[config.mk]
export PLATFORM = sky130hd
export DESIGN_NAME = shift_unit
export DESIGN_NICKNAME = d
export VERILOG_FILES = /design/src/rtl/shift_pkg.sv /design/src/rtl/shift_step.sv /design/src/rtl/shift_unit.sv
export SDC_FILE = /design/constraint.sdc
export NUM_CORES = 1
export LEC_CHECK = 0
export CAP_MARGIN = 20
export CELL_PAD_IN_SITES_DETAIL_PLACEMENT = 1
export CELL_PAD_IN_SITES_GLOBAL_PLACEMENT = 1
export CORE_MARGIN = 8
export CORE_UTILIZATION = 41
export DETAILED_ROUTE_END_ITERATION = 7
export PLACE_DENSITY_LB_ADDON = 0.1
export SLEW_MARGIN = 5
export SYNTH_ARGS = -nofsm -noshare
export SYNTH_HDL_FRONTEND = slang
export SYNTH_SLANG_ARGS = --single-unit
[constraint.sdc]
create_clock -name clk -period 4.33 [get_ports clk]
set_clock_uncertainty 0.1 [all_clocks]
set_input_delay 0.433 -clock clk [delete_from_list [all_inputs] [get_ports clk]]
set_output_delay 0.433 -clock clk [all_outputs]
set_load 0.02 [all_outputs]
[src/rtl/shift_pkg.sv]
// Shared definitions for the multi-cycle shifter: op codes, FSM states, shamt width helper.
// The rotate op codes are recognised only when SHIFT_ROTATE_EN is defined.
package shift_pkg;

  localparam logic [3:0] OP_SLL = 4'b0011;
  localparam logic [3:0] OP_SRL = 4'b0100;
  localparam logic [3:0] OP_SRA = 4'b0101;
  localparam logic [3:0] OP_ROL = 4'b1100;
  localparam logic [3:0] OP_ROR = 4'b1101;

  typedef enum logic [1:0] {
    IDLE = 2'd0,
    BUSY = 2'd1,
    DONE = 2'd2
  } state_e;

  function automatic int shamt_w(input int xlen);
    return $clog2(xlen);
  endfunction

  function automatic logic op_known(input logic [3:0] op);
    case (op)
      OP_SLL, OP_SRL, OP_SRA: return 1'b1;
`ifdef SHIFT_ROTATE_EN
      OP_ROL, OP_ROR:         return 1'b1;
`endif
      default:                return 1'b0;
    endcase
  endfunction

endpackage

[src/rtl/shift_step.sv]
// One combinational shift pass; the caller keeps amt_i within the per-cycle step limit.
// Rotates are compiled in only with SHIFT_ROTATE_EN.
module shift_step
  import shift_pkg::*;
#(
  parameter int XLEN = 32
) (
  input  logic [3:0]              op_i,
  input  logic [XLEN-1:0]         din_i,
  input  logic [$clog2(XLEN)-1:0] amt_i,
  output logic [XLEN-1:0]         dout_o
);

  always_comb begin
    dout_o = '0;
    case (op_i)
      OP_SLL: dout_o = din_i << amt_i;
      OP_SRL: dout_o = din_i >> amt_i;
      OP_SRA: dout_o = $unsigned($signed(din_i) >>> amt_i);
`ifdef SHIFT_ROTATE_EN
      // amt_i is never 0 here, so the complementary shift stays below XLEN
      OP_ROL: dout_o = (din_i << amt_i) | (din_i >> (XLEN - int'(amt_i)));
      OP_ROR: dout_o = (din_i >> amt_i) | (din_i << (XLEN - int'(amt_i)));
`endif
      default: dout_o = '0;
    endcase
  end

endmodule

[src/rtl/shift_unit.sv]
// Iterative shifter: up to STEP bit positions per cycle, valid/ready on both sides.
// Optional ROL/ROR ops are enabled by SHIFT_ROTATE_EN.
module shift_unit
  import shift_pkg::*;
#(
  parameter int XLEN = 32,
  parameter int STEP = 4
) (
  input  logic            clk,
  input  logic            rst,
  input  logic            in_valid,
  output logic            in_ready,
  input  logic [3:0]      alu_control,
  input  logic [XLEN-1:0] operand1,
  input  logic [XLEN-1:0] operand2,
  output logic            out_valid,
  input  logic            out_ready,
  output logic [XLEN-1:0] result,
  output logic            zero
);

  localparam int SHW = shamt_w(XLEN);
  localparam logic [SHW-1:0] STEP_A = SHW'(STEP);

  state_e          state_q;
  logic [XLEN-1:0] data_q, data_d;
  logic [SHW-1:0]  rem_q, amt;
  logic [3:0]      op_q;
  logic            in_ready_q, out_valid_q, zero_q;
  logic [SHW-1:0]  shamt;
  logic            unused_hi;

  assign shamt     = operand2[SHW-1:0];
  assign unused_hi = ^operand2[XLEN-1:SHW];
  assign amt       = (rem_q > STEP_A) ? STEP_A : rem_q;

  shift_step #(.XLEN(XLEN)) u_step (
    .op_i  (op_q),
    .din_i (data_q),
    .amt_i (amt),
    .dout_o(data_d)
  );

  always_ff @(posedge clk or posedge rst) begin
    if (rst) begin
      state_q     <= IDLE;
      data_q      <= '0;
      rem_q       <= '0;
      op_q        <= OP_SLL;
      in_ready_q  <= 1'b1;
      out_valid_q <= 1'b0;
      zero_q      <= 1'b1;
    end else begin
      case (state_q)
        IDLE: if (in_valid) begin
          op_q       <= alu_control;
          in_ready_q <= 1'b0;
          if (!op_known(alu_control)) begin
            // unknown ops finish immediately with a zero result
            data_q      <= '0;
            rem_q       <= '0;
            zero_q      <= 1'b1;
            out_valid_q <= 1'b1;
            state_q     <= DONE;
          end else if (shamt == '0) begin
            data_q      <= operand1;
            rem_q       <= '0;
            zero_q      <= (operand1 == '0);
            out_valid_q <= 1'b1;
            state_q     <= DONE;
          end else begin
            data_q  <= operand1;
            rem_q   <= shamt;
            state_q <= BUSY;
          end
        end
        BUSY: begin
          data_q <= data_d;
          rem_q  <= rem_q - amt;
          if (rem_q == amt) begin
            zero_q      <= (data_d == '0);
            out_valid_q <= 1'b1;
            state_q     <= DONE;
          end
        end
        DONE: if (out_ready) begin
          out_valid_q <= 1'b0;
          in_ready_q  <= 1'b1;
          state_q     <= IDLE;
        end
        default: state_q <= IDLE;
      endcase
    end
  end

  assign in_ready  = in_ready_q;
  assign out_valid = out_valid_q;
  assign result    = data_q;
  assign zero      = zero_q;

endmodule

==> impl_metrics.csv <==
group,metric,value,unit
floorplan,coreArea,12060,um^2
power_and_ir_drop,p_leak,2.245,nW
cts,clkSinkCount,46,
cells_and_area,syn_to_final_growth,19.85,%
sta,finalHoldViolCount,0,
setup_path,cp-end-kind,"flop",
floorplan,ios,107,
cts,htreeDepth,2,
setup_path,reg2reg_to,"zero$_DFFE_PP1P_",
cts,cts_hold_buf,0,
cells_and_area,diodes,0,
route,drt_pass1_iterations,5,
cells_and_area,postLayoutCoreUtil,0.5054,
cells_and_area,drive_above_1_share,0.1137,
sta,max_freq,269.9,MHz
sta,rsz0062_at_grt,"no",
setup_path,cpPeakStageDelay,750,ps
power_and_ir_drop,p_per_area,653.3,nW/um^2
cells_and_area,final_cell_mix,"79 x clkdlybuf4s50_1, 75 x nand2_1, 65 x a21oi_1, 49 x nor2_1, 40 x dfrtp_1",
floorplan,start_util,0.4217,
job,cap_violations,0,
setup_path,crit_path_start_kind,"flop",
floorplan,rows,40,
sta,finalMaxSlewViolations,0,
setup_path,crit_type,"flop to flop",
route,drt_wl_total,24430,um
floorplan,die_x,127.4,um
placement,port-buffer-count,79,
sta,period_needed,3705,ps
floorplan,die_y,127.4,um
sta,period_share,0.8557,
sta,setup_violations,0,
global_routing,grt_overflow_total,0,
cts,cts_setup_buffers,0,
logic_synthesis,async_reset_ff_frac,1.000,
route,drt-vias-per-instance,7.080,
cts,path_clk_slew,70,ps
placement,hpwl,17220,um
logic_synthesis,ys_seq_area_frac,0.2273,
global_routing,grt_use_total,0.3015,
route,avgRoutedWirePerCell,28.60,um
logic_synthesis,syn_inst,659,
logic_synthesis,synthDistinctLibCells,81,
setup_path,cp_data_arrival_time,3830,ps
setup_path,cp.required,4450,ps
logic_synthesis,synth_edf_count,0,
logic_synthesis,synthFlopType,"dfrtp_1",
setup_path,rr_startpoint,"rem_q[2]$_DFFE_PP0P_",
route,num_vias,6046,
cells_and_area,nFillCells,1468,
placement,routabilityCongestion,0.9408,
cts,clockBufferDepth,2,
logic_synthesis,syn_avg_cell_area,7.718,um^2
cells_and_area,nets,758,
route,antenna_left,0,
power_and_ir_drop,peakVddDrop,0.3345,mV
cts,tritoncts,"yes",
global_routing,antenna_found_initial,0,
cts,clk_latency,300,ps
logic_synthesis,netlist_area,5086,um^2
global_routing,grt_first_pass_wirelength,38000,um
setup_path,cpMostUsedCell,"nor3_1",
route,first_iter_violations,717,
sta,slew_headroom,0.2823,
logic_synthesis,ys_warn_count,0,
setup_path,cp_cell_sequence,"or4b_1 -> nor3_1 -> a2111oi_0 -> or4bb_1 -> nor3_1 -> nand4_1 -> o31ai_2",
cts,cts_buffers,5,
status,status,"finished, final reports clean",
sta,tightestPinTransition,1072,ps
global_routing,grt_max_degree,47,
cells_and_area,layout_commonest_cell,"clkdlybuf4s50_1",
setup_path,worstRegToRegCells,7,
cts,cts-root-buf,"clkbuf_16",
setup_path,crit_slowest_cell,"dfrtp_1",
route,post-route-drc-count,0,
setup_path,path_max_fanout,17,
cts,cts_resized,0,
sta,setup_tns,0,ps
floorplan,die_area,16230,um^2
logic_synthesis,synth_seq_cells,46,
global_routing,grt_pass1_vias,6178,
logic_synthesis,syn_nets,732,
worst_hold_path,hp-class,"input port to async pin",
setup_path,reg2reg_slack,620,ps
## layer usage
| metal | GRT usage | wire length, um |
|---|---|---|
| met4 | 0.1169 | 821 |
| met5 | 0 | 0 |
| met3 | 0.05865 | 2388 |
| met2 | 0.4492 | 10820 |
| met1 | 0.4191 | 10400 |
## power breakdown
group / internal, W / switching, W / total, W
combinational: 0.00104 / 0.00137 / 0.00242
clock: 0.000215 / 0.000190 / 0.000406
sequential: 0.000589 / 0.000571 / 0.00116
total: 0.00185 / 0.00214 / 0.00398
## synthesized netlist by cell type, types with 5 or more instances
cell type | n | area, um^2
a2111oi_0 | 5 | 43.79
a211oi_1 | 16 | 120.1
a21oi_1 | 67 | 335.3
a221oi_1 | 7 | 61.31
a22o_1 | 6 | 52.55
a22oi_1 | 20 | 150.1
buf_1 | 11 | 41.29
buf_2 | 12 | 60.06
clkbuf_1 | 52 | 195.2
dfrtp_1 | 42 | 1051
inv_1 | 10 | 37.54
mux2_2 | 15 | 168.9
mux2i_1 | 32 | 320.3
mux4_2 | 9 | 202.7
nand2_1 | 75 | 281.5
nand2b_1 | 5 | 31.28
nand3_1 | 11 | 55.05
nand4_1 | 5 | 31.28
nor2_1 | 49 | 183.9
nor2b_1 | 6 | 37.54
nor3_1 | 14 | 70.07
nor4_1 | 13 | 81.33
o211ai_1 | 5 | 37.54
o21a_1 | 12 | 90.09
o21ai_0 | 22 | 110.1
o221ai_1 | 7 | 61.31
o22ai_1 | 26 | 162.7
## registers in the layout, indices dropped and copies added (netlist names)
name and cells:
in_ready 1, op_q 4, out_valid 1, rem_q 5
result 32, state_q 2, zero 1
## area by class of cell
cell class / instances / area, um^2 / share of cell area
multi-input combinational: 519 / 3551 / 0.5825
sequential: 46 / 1159 / 0.1901
clock inverter: 2 / 13.76 / 0.002258
tap: 168 / 210.2 / 0.03448
inverter: 12 / 45.04 / 0.007389
clock buffer: 6 / 128.9 / 0.02114
timing repair buffer: 101 / 988.4 / 0.1622
## logic make-up after synthesis
family,count (synthesis),synth area share
and+or+nand+nor,217,0.2216
DFF,46,0.2273
buffers and inverters,94,0.07995
adders and majority gates,1,0.002460
muxes,57,0.1405
other,1,0.0007373
AOI/OAI and AO/OA,243,0.3274
## worst max-delay path, delay by kind of cell (launching register included)
family	cells	cell delay [ps]
and+or+nand+nor	5	1880
AOI/OAI and AO/OA	2	860
DFF	1	750
## how the worst max path moves through the flow
stage | from | to | cells after the start
6_report | rem_q[2]$_DFFE_PP0P_ | zero$_DFFE_PP1P_ | 7
4_1_cts | rem_q[2]$_DFFE_PP0P_ | zero$_DFFE_PP1P_ | 7
2_1_floorplan | rem_q[3]$_DFFE_PP0P_ | zero$_DFFE_PP1P_ | 8
3_5_place_dp | rem_q[2]$_DFFE_PP0P_ | zero$_DFFE_PP1P_ | 7
3_3_place_gp | rem_q[1]$_DFFE_PP0P_ | zero$_DFFE_PP1P_ | 9
5_1_grt | rem_q[2]$_DFFE_PP0P_ | zero$_DFFE_PP1P_ | 7
## through the flow
stage          worst slack (ps)  cell area [um^2]  instances  power [W]  hold WS, ps
2_1_floorplan              1570              5086        659   0.002524        391.8
3_3_place_gp              773.3              5906        844   0.003434        353.3
3_5_place_dp              799.3              5906        844   0.003489        373.2
4_1_cts                   712.8              6048        852   0.003906        381.4
5_1_grt                   499.6              6096        854   0.004159        346.8
6_report                  625.0              6096        854   0.003982        315.5
Power figures use the tool's default switching activity.
